<file path="config.mk">
export PLATFORM = sky130hd
export DESIGN_NAME = mod_counter
export DESIGN_NICKNAME = d
export VERILOG_FILES = /design/src/rtl/mod_counter.sv
export SDC_FILE = /design/constraint.sdc
export NUM_CORES = 1
export LEC_CHECK = 0
export CAP_MARGIN = 20
export CELL_PAD_IN_SITES_DETAIL_PLACEMENT = 0
export CELL_PAD_IN_SITES_GLOBAL_PLACEMENT = 2
export CORE_ASPECT_RATIO = 1.1
export CORE_UTILIZATION = 30
export CTS_BUF_LIST = sky130_fd_sc_hd__clkbuf_8
export DETAILED_ROUTE_END_ITERATION = 7
export GPL_TIMING_DRIVEN = 0
export PLACE_DENSITY = 0.86
export SYNTH_ARGS = -nofsm -noshare
export SYNTH_HDL_FRONTEND = slang
export SYNTH_SLANG_ARGS = --single-unit
</file>
<file path="constraint.sdc">
create_clock -name clock -period 3.3 [get_ports clock]
set_input_delay 0.825 -clock clock [delete_from_list [all_inputs] [get_ports clock]]
set_output_delay 0.825 -clock clock [all_outputs]
set_load 0.05 [all_outputs]
</file>
<file path="src/rtl/mod_counter.sv">
// -----------------------------------------------------------------------------
// mod_counter
//
// Parametrised modulo up/down counter used as a timebase and event counter.
// A programmable prescaler produces a tick every (prescale+1) enabled cycles.
// On each tick the count steps up or down within 0..MAX_VALUE. When it steps
// past the terminal value it either wraps (free-run) or stops and flags done
// (one-shot). Synchronous clear and parallel load override stepping.
//
// Parameters
//   WIDTH       count register width (1..32)
//   MAX_VALUE   terminal value, 1 <= MAX_VALUE <= 2**WIDTH-1
//   PRESCALE_W  width of the prescale divider input
//
// Ports
//   clock        in   rising-edge clock
//   reset        in   synchronous, active-high, highest priority
//   enable       in   advances the prescaler; low holds all state
//   up_down      in   1 = count up, 0 = count down
//   oneshot      in   1 = stop at terminal, 0 = wrap
//   prescale     in   step every prescale+1 enabled cycles
//   clear        in   synchronous clear to 0
//   load         in   parallel load strobe (honoured regardless of enable)
//   load_value   in   value loaded on load, clamped to MAX_VALUE
//   count        out  current count, registered
//   wrap         out  one-cycle pulse on wrap-around, registered
//   done         out  one-shot has stopped at terminal, registered
//   at_terminal  out  combinational terminal decode for the current direction
// -----------------------------------------------------------------------------
module mod_counter #(
   parameter int unsigned WIDTH      = 8,
   parameter int unsigned MAX_VALUE  = 32'((64'd1 << WIDTH) - 64'd1),
   parameter int unsigned PRESCALE_W = 4
) (
   input  logic                  clock,
   input  logic                  reset,
   input  logic                  enable,
   input  logic                  up_down,
   input  logic                  oneshot,
   input  logic [PRESCALE_W-1:0] prescale,
   input  logic                  clear,
   input  logic                  load,
   input  logic [WIDTH-1:0]      load_value,
   output logic [WIDTH-1:0]      count,
   output logic                  wrap,
   output logic                  done,
   output logic                  at_terminal
);

   localparam logic [WIDTH-1:0] MAX_C = WIDTH'(MAX_VALUE);

   localparam logic [0:0] ST_RUN  = 1'b0;
   localparam logic [0:0] ST_HOLD = 1'b1;

   logic [0:0]            state;
   logic [0:0]            state_next;
   logic [PRESCALE_W-1:0] presc;
   logic [PRESCALE_W-1:0] presc_next;
   logic [WIDTH-1:0]      count_next;
   logic                  wrap_next;
   logic                  done_next;
   logic                  running;
   logic                  tick;

   assign running = enable && (state == ST_RUN);

   // >= rather than == so that lowering prescale below the current
   // prescaler value forces a tick on the next cycle instead of a long
   // roll-over through the full prescaler range.
   assign tick = running && (presc >= prescale);

   always_comb begin
      state_next = state;
      presc_next = presc;
      count_next = count;
      wrap_next  = 1'b0;
      done_next  = done;

      if (clear) begin
         count_next = '0;
         presc_next = '0;
         done_next  = 1'b0;
         state_next = ST_RUN;
      end else if (load) begin
         count_next = (load_value > MAX_C) ? MAX_C : load_value;
         presc_next = '0;
         done_next  = 1'b0;
         state_next = ST_RUN;
      end else if (running) begin
         presc_next = tick ? '0 : presc + PRESCALE_W'(1);
         if (tick) begin
            if (up_down) begin
               if (count < MAX_C) begin
                  count_next = count + WIDTH'(1);
               end else if (oneshot) begin
                  done_next  = 1'b1;
                  state_next = ST_HOLD;
               end else begin
                  count_next = '0;
                  wrap_next  = 1'b1;
               end
            end else begin
               if (count != '0) begin
                  count_next = count - WIDTH'(1);
               end else if (oneshot) begin
                  done_next  = 1'b1;
                  state_next = ST_HOLD;
               end else begin
                  count_next = MAX_C;
                  wrap_next  = 1'b1;
               end
            end
         end
      end
   end

   always_ff @(posedge clock) begin
      if (reset) begin
         state <= ST_RUN;
         presc <= '0;
         count <= '0;
         wrap  <= 1'b0;
         done  <= 1'b0;
      end else begin
         state <= state_next;
         presc <= presc_next;
         count <= count_next;
         wrap  <= wrap_next;
         done  <= done_next;
      end
   end

   assign at_terminal = up_down ? (count == MAX_C) : (count == '0);

endmodule
</file>
# Word level (Yosys, flattened, before mapping)

Cells that the tools add are included.

Add/sub/neg operators: 3
Magnitude comparators: 3
Eq/ne operators: 5
Mux-type cells: 23
Bitwise gates (word level): 3
Reduce and logical (&&, ||, !) cells: 11

Operators by type and width:

| kind                                              | count |
|---|---|
| two-way mux 8 bit                                 | 9 |
| two-way mux 1 bit                                 | 13 |
| adder 8 x 1 -> 8 bit (second input constant)      | 1 |
| == test 8 bit (second input constant)             | 1 |
| > comparator 8 bit (second input constant)        | 1 |
| logical NOT 8 bit                                 | 1 |
| < comparator 8 bit (second input constant)        | 1 |
| != test 4 x 2 -> 1 bit (second input constant)    | 2 |
| AND reduction 4 bit                               | 2 |
| nonzero test 8 bit                                | 1 |
| subtractor 8 x 1 -> 8 bit (second input constant) | 1 |
| OR reduction 5 bit                                | 1 |
| adder 4 x 1 -> 4 bit (second input constant)      | 1 |
| greater-or-equal comparator 4 bit                 | 1 |
| two-way mux 4 bit                                 | 1 |
| != test 2 bit (second input constant)             | 2 |
| nonzero test 2 bit                                | 2 |
| inverter 1 bit                                    | 3 |
| OR reduction 3 bit                                | 1 |
| logical AND 1 bit                                 | 2 |
| OR reduction 2 bit                                | 1 |

Register bits: 15
Input port bits: 19
Output and inout port bits: 11
Logic and storage cells: 53

# Logic depth before layout (Yosys ltp)

Depth after elaboration: 6
Gate-level depth with buffers: 9
Gate-level depth less buffers: 8

# Worst setup path before layout

No wires, ideal clock.

Kind: flip-flop to output port
From: reg count[4]
To: out at_terminal
Arrival: 1.883 ns
Required time: 2.475 ns
Path slack: 0.592 ns
Cell stages (with the launch flop): 5
Buffers on the path: 1
Cells stage by stage: dfxtp_1 > buf_6 > or4_4 > nor4_4 > or2_1

Cells in the longest elaborated chain, start to end: 2
Elaborated cells on any way between the ends: 3
Those cells by class: eq/ne (1); mux (1); reduce/logical (1)

Ends and longest elaborated chain:

| item                                               | line | RTL |
|---|---|---|
| from (decl)                                        | 44   | `output logic [WIDTH-1:0] count,` |
| from (signal assigned)                             | 127  | `count <= count_next;` |
| == test 8 bit or logical NOT 8 bit (tied branches) | 133  | `assign at_terminal = up_down ? (count == MAX_C) : (count == '0);` |
| two-way mux 1 bit *                                | 133  |  |
| to (decl)                                          | 47   | `output logic at_terminal` |

Every way passes the cells marked *; elsewhere a longest branch is shown, timed or not.

# Worst setup path in the final report

From: in up_down
To: out at_terminal

Cells in the longest elaborated chain, start to end: 1

Ends and longest elaborated chain:

| item              | line | RTL |
|---|---|---|
| from (decl)       | 38   | `input logic up_down,` |
| two-way mux 1 bit | 133  |  |

No other way between the ends.

==> impl_metrics.py <==
metrics = {
    "sta": {
        "clock.fmax_ghz": 0.314,
        "fin_skew_ns": 0.00115,
        "relSlewSlack_pct": 66.5,
        "worstMarginPinSlew_ns": 0.500,
        "setup_slack_ns": 0.120,
        "finalMaxSlewViolations": 0,
        "final_hold_viol_count": 0,
        "post-route-period-util_pct": 96.4,
        "setup_tns_ns": 0,
        "post-route-min-period_ns": 3.18,
        "rsz0062_at_grt": "no",
        "finalSetupViolCount": 0,
    },
    "placed_design": {
        "dpl_cell_area_sq_um": 1460,
        "dp.cells": 218,
        "dp_hpwl_microns": 2240,
        "preCtsSetupSlack_ns": -0.453,
        "gp_congestion": 0.783,
        "portBuffers": 28,
    },
    "routing": {
        "routed_wl_microns": 2780,
        "drt_iter0_markers": 31,
        "vias": 1147,
        "drc_errors": 0,
        "wire_per_inst_microns": 12.5,
        "avgViaCountPerCell": 5.17,
        "antenna_left": 0,
        "dr.pass1.iters": 4,
    },
    "clock_network": {
        "clock_path_buffers": 2,
        "cts_tree": "yes",
        "cts_buffers": 3,
        "root_buffer": "clkbuf_8",
        "cts_hold_buf": 0,
        "cts-resized-gates": 4,
        "postCtsSetupRepairBufs": 0,
        "clk_latency_ns": 0.24,
        "clock_sinks": 15,
        "htreeDepth": 1,
        "path_clk_slew_ns": 0.06,
    },
    "setup_path": {
        "crit_path_top_delay_cell": "clkdlybuf4s50_1",
        "path_class": "in -> out",
        "crit_chain": "clkdlybuf4s50_1 > inv_1 > nor3_2 > or2_1 > clkdlybuf4s15_2",
        "cp-start-kind": "input port",
        "crit_required_ns": 2.47,
        "cp_max_fo": 4,
        "worstPathArrival_ns": 2.36,
        "critPathMaxStageDelay_ns": 0.57,
        "cp-end-kind": "primary output",
    },
    "global_routing": {
        "grt_pass1_wl_microns": 4840,
        "grt-ovfl-total": 0,
        "grt_max_degree": 11,
        "antenna_found_initial": 0,
        "grt.busiest_layer": "met2",
        "use_met1_pct": 20.5,
        "grt_util_all_layers_pct": 15.9,
        "use_met2_pct": 26.5,
        "grt_use_met3_pct": 2.35,
        "grt_pass1_vias": 1087,
    },
    "cells_and_area": {
        "diodes": 0,
        "fin_area_sq_um": 1510,
        "post-route-util_pct": 43.9,
        "fill_cells": 359,
        "drive_gt1_share_pct": 10.3,
        "fin_nets": 202,
        "area_delta_synth_final_pct": 35.0,
        "layoutNonFillerInstCount": 222,
    },
    "job": {
        "max_cap_violations": 0,
    },
    "outcome": {
        "status": "completed",
    },
    "yosys": {
        "seq_area_frac_synth_pct": 26.8,
        "ys_async_sr_fraction_pct": 0,
        "syn_avg_cell_area_sq_um": 7.89,
        "synth_cells": 142,
        "synth.distinct_cells": 41,
        "ys_ff_latch": 15,
        "syn_nets": 169,
        "yosysWarnings": 0,
        "synth_edf_count": 0,
        "netlist_area_sq_um": 1120,
        "yosys_most_used_dff": "dfxtp_1",
    },
    "floorplan": {
        "ios": 30,
        "die-area_sq_um": 3980,
        "die_w_microns": 60.3,
        "rows": 22,
        "coreArea_sq_um": 3440,
        "start_util_pct": 32.5,
        "die_y_microns": 66.1,
    },
    "min_path": {
        "min-delay-path-class": "reg -> reg",
    },
    "pwr": {
        "vdd_drop_max_v": 0.000134,
        "power_density_nw_per_um2": 322,
        "p_leak_nw": 0.592,
    },
}
==> final cells by class <==
class,count,area (sq um),area share (%)
buffer,7,43.8,2.90
clock buffer,3,41.3,2.73
clock inverter,1,3.75,0.248
inverter,9,33.8,2.24
multi-input combinational,111,747,49.4
sequential,15,300,19.9
tap,48,60.1,3.97
timing repair buffer,28,282,18.6
==> synthesized netlist by cell type, types with 2 or more instances <==
library cell | n | share of area (%)
o21ai_0 | 7 | 3.1
a21oi_1 | 9 | 4.0
nand2_1 | 11 | 3.7
nor3_1 | 5 | 2.2
a211oi_1 | 2 | 1.3
buf_2 | 2 | 0.89
nand3_1 | 5 | 2.2
buf_6 | 2 | 2.0
mux2i_1 | 2 | 1.8
o211ai_1 | 3 | 2.0
and3_1 | 3 | 1.7
a21o_1 | 4 | 2.7
o221ai_1 | 2 | 1.6
a211oi_2 | 3 | 3.4
o21a_1 | 2 | 1.3
o21ai_1 | 5 | 2.2
clkbuf_1 | 3 | 1.0
nand4_1 | 2 | 1.1
dfxtp_1 | 15 | 27
nor2_1 | 15 | 5.0
xor2_1 | 4 | 3.1
inv_1 | 9 | 3.0
ha_1 | 8 | 8.9
or2_1 | 2 | 1.1
==> placed cells by master, fill, tap and decap left out, types with 4 or more instances in the layout <==
cell and instances:
o21ai_0 7, nand3_1 5, ha_1 8, o21ai_1 5, xor2_1 4, nand2_1 11, nor3_1 4, clkdlybuf4s50_1 27
dfxtp_1 15, nor2_1 15, inv_1 10, a21o_1 4, a21oi_1 9
==> kinds of logic after synthesis <==
| family | count (synthesis) | share of synthesized area (%) |
|---|---|---|
| adder cells (fa/ha/maj) | 8 | 8.94 |
| buffers and inverters | 16 | 6.93 |
| AO/OA/AOI/OAI | 44 | 26.6 |
| AND/OR/NAND/NOR | 51 | 24.0 |
| flip-flops | 15 | 26.8 |
| multiplexers | 3 | 2.79 |
| XOR/XNOR | 5 | 3.91 |
==> power breakdown <==
part | internal [mW] | switching (mW) | leakage (nW)
clock network | 0.0822 | 0.0613 | 0.0269
registers | 0.187 | 0.00737 | 0.122
logic | 0.0654 | 0.0835 | 0.443
total | 0.334 | 0.152 | 0.592
==> layer usage <==
layer,up-vias,part of all wire [%]
met3,4,4.0
met4,0,1.5
li1,578,-
met2,31,48
met5,-,0
met1,534,47
==> worst max-delay path: cells and delay by family <==
kind,cells,cell delay (ns)
buffers and inverters,3,1.04
AND/OR/NAND/NOR,2,0.49
==> metrics by stage <==
stage               power [mW]  hold slack [ns]
finish                   0.486            0.478
detailed placement       0.347            0.467
CTS                      0.493            0.482
global placement         0.345            0.449
floorplan                0.295            0.441
global route             0.518            0.491
==> state kept, by name (all words and copies together), names as in the netlist <==
| name | flops |
|---|---|
| wrap | 1 |
| count | 8 |
| presc | 4 |
| state | 1 |
| done | 1 |
==> path summary, 6_finish.rpt <==
check                           slack [ns]                  start                    end  depth (start not counted)
worst max-delay path                  0.12                up_down            at_terminal                          5
worst min-delay path                  0.48      done$_SDFFE_PP0P_      done$_SDFFE_PP0P_                          1
worst max register to register        1.19  count[4]$_SDFFE_PP0P_  count[6]$_SDFFE_PP0P_                          8
worst min register to register        0.48      done$_SDFFE_PP0P_      done$_SDFFE_PP0P_                          1
Power figures use the tool's default switching activity.
==> variant, RTL diff (config.mk and constraints unchanged) <==
Put one more register stage on the output `count`, with the module's reset. The value now appears one clock later. The other outputs are not delayed to match. Comments in the files are not updated.
--- a/src/rtl/mod_counter.sv
+++ b/src/rtl/mod_counter.sv
@@ -53,4 +53,6 @@
    localparam logic [0:0] ST_HOLD = 1'b1;
 
+   logic [WIDTH-1:0] count_s0;
+
    logic [0:0]            state;
    logic [0:0]            state_next;
@@ -73,5 +75,5 @@
       state_next = state;
       presc_next = presc;
-      count_next = count;
+      count_next = count_s0;
       wrap_next  = 1'b0;
       done_next  = done;
@@ -91,6 +93,6 @@
          if (tick) begin
             if (up_down) begin
-               if (count < MAX_C) begin
-                  count_next = count + WIDTH'(1);
+               if (count_s0 < MAX_C) begin
+                  count_next = count_s0 + WIDTH'(1);
                end else if (oneshot) begin
                   done_next  = 1'b1;
@@ -101,6 +103,6 @@
                end
             end else begin
-               if (count != '0) begin
-                  count_next = count - WIDTH'(1);
+               if (count_s0 != '0) begin
+                  count_next = count_s0 - WIDTH'(1);
                end else if (oneshot) begin
                   done_next  = 1'b1;
@@ -119,5 +121,5 @@
          state <= ST_RUN;
          presc <= '0;
-         count <= '0;
+         count_s0 <= '0;
          wrap  <= 1'b0;
          done  <= 1'b0;
@@ -125,5 +127,5 @@
          state <= state_next;
          presc <= presc_next;
-         count <= count_next;
+         count_s0 <= count_next;
          wrap  <= wrap_next;
          done  <= done_next;
@@ -131,5 +133,13 @@
    end
 
-   assign at_terminal = up_down ? (count == MAX_C) : (count == '0);
+   assign at_terminal = up_down ? (count_s0 == MAX_C) : (count_s0 == '0);
+
+   always_ff @(posedge clock) begin
+      if (reset) begin
+         count <= '0;
+      end else begin
+         count <= count_s0;
+      end
+   end
 
 endmodule
Function: changed (a bounded check fails within 4 cycles, from zero or initial values and one cycle with reset high).
==> variant against the original RTL <==
- wire length rose by 26%
- sequential cell count rose by 8
- total power rose by 24%
- synthesized area rose by 28%
- first-iteration DRC count rose by 16%
- worst setup slack improved by 130 ps
- combinational power fell by 10%
- cell area rose by 21%
- critical endpoint unchanged
==> variant: results <==
drt:
  dr.pass1.iters: 4
  drt_wl_total_um: 3500
  drcViolationCount: 0
  initialDrtViolationCount: 36
  vias: 1314
clock_network:
  cts_buffers: 3
  post_cts_buffers: 0
  htree_num_levels: 1
  clk-insertion-delay-late_ps: 270
  clock_path_buffers: 2
  path_clk_slew_ps: 80
  root_buffer: "clkbuf_8"
global_route:
  track_usage_pct: 15.6
  grt_pass1_wl_um: 5860
  grt_max_degree: 13
  grt_pass1_vias: 1223
  antenna_found_initial: 0
layout:
  layout-drive-gt1-share_pct: 9.95
  nFillCells: 511
  nets: 229
  diodes: 0
  reg_top3: "count x8, count_s0 x8, presc x4"
min_path:
  hold_depth: 1
  min_path_type: "reg -> reg"
  hp-start: "state"
status:
  status: "finished, final reports clean"
yosys:
  synth_nets: 196
  ys_seq_area_share_pct: 32.2
  yosys_warnings: 0
  yosys-top-cells-area: "dfxtp_1 (32%), ha_1 (7.0%), nand2_1 (4.2%)"
  post-synth-top-count-cell: "dfxtp_1"
  async_flop_share_pct: 0
  synth.distinct_cells: 44
  synth_common_cells: "dfxtp_1 (23), nand2_1 (16), nor2_1 (15)"
worst_setup_path:
  reg2reg_from: "count_s0[0]"
  crit_start: "up_down"
  cp_data_arrival_time_ps: 2230
  cp_top_family: "buffers and inverters"
  max_stage_delay_ps: 510
  ff2ff_path_depth: 7
  crit_slowest_cell: "clkdlybuf4s50_1"
  worstPathMaxFanout: 6
pwr:
  ir_worst_vdd_v: 0.000164
  p_leak_nw: 0.669
placed_design:
  pre_cts_slack_ps: -265
  port_buffers: 28
  gp_congestion: 0.788
  hpwl_um: 2740
sta:
  worst_slew_pin_slew_ps: 621
  final.setup_skew_ps: 3.55
variant: changes by cell type after synthesis, sizes merged, moves of 5 or more:
| cell | delta |
|---|---|
| nor2b | +6 |
| dfxtp | +8 |
| a21oi | -5 |
| nand2 | +5 |
variant: per-layer routing:
metal,part of all wire [%],GRT usage [%],up-vias
li1,-,-,684
met1,50,20.6,605
met2,45,25.1,21
met3,2.6,2.15,4
met4,1.7,6.94,0
met5,0,0,-
variant: cell families after synthesis:
family	after synthesis	synth area share, %
simple gates	70	26.9
compound gates	41	23.2
flops	23	32.2
buf+inv	19	5.59
fa+ha+maj	8	6.99
xor+xnor	5	3.06
mux	3	2.10
variant: where the power goes:
part | switching, mW | leakage [nW] | internal (mW)
Combinational | 0.0763 | 0.455 | 0.0579
Sequential | 0.00779 | 0.187 | 0.284
Clock | 0.0947 | 0.0269 | 0.0834
Total | 0.179 | 0.669 | 0.426
variant: worst paths after layout:
| path | end | slack, ps |
|---|---|---|
| setup / recovery | at_terminal | 250 |
| hold / removal | state | 470 |
| setup reg to reg | count_s0[6] | 1030 |
| hold reg to reg | state | 470 |
variant: final cells by class:
cell class	instances	area, um^2	area share, %
buffer	8	38.8	2.13
clock buffer	3	41.3	2.27
clock inverter	1	3.75	0.206
inverter	11	41.3	2.27
multi-input combinational	127	891	48.9
sequential	23	460	25.3
tap	56	70.1	3.85
timing repair buffer	28	275	15.1
variant: what timing repair did:
| item | in CTS | in global routing |
|---|---|---|
| setup endpoints to repair | 1 | 1 |
| gates resized for setup | 1 | 2 |
| hold endpoints to repair | 0 | 0 |
variant: metrics by stage:
| step | cell area (um^2) | total power, mW | cells | util (%) | TNS, ps |
|---|---|---|---|---|---|
| detailed placement | 1780 | 0.434 | 253 | 38.6 | -265 |
| floorplan | 1430 | 0.383 | 169 | - | 0 |
| global route | 1820 | 0.638 | 257 | 39.4 | 0 |
| finish | 1820 | 0.604 | 257 | 39.4 | 0 |
| CTS | 1830 | 0.612 | 257 | 39.5 | 0 |
| global placement | 1780 | 0.434 | 253 | 38.6 | -275 |
variant: worst reg2reg max path: stages, from the launching register on:
cell       delay [ps]
dfxtp_1           490
inv_1             140
ha_1              230
nor4b_2           200
a22o_4            300
a211o_2           430
a2111oi_2         290
a2111oi_2          60
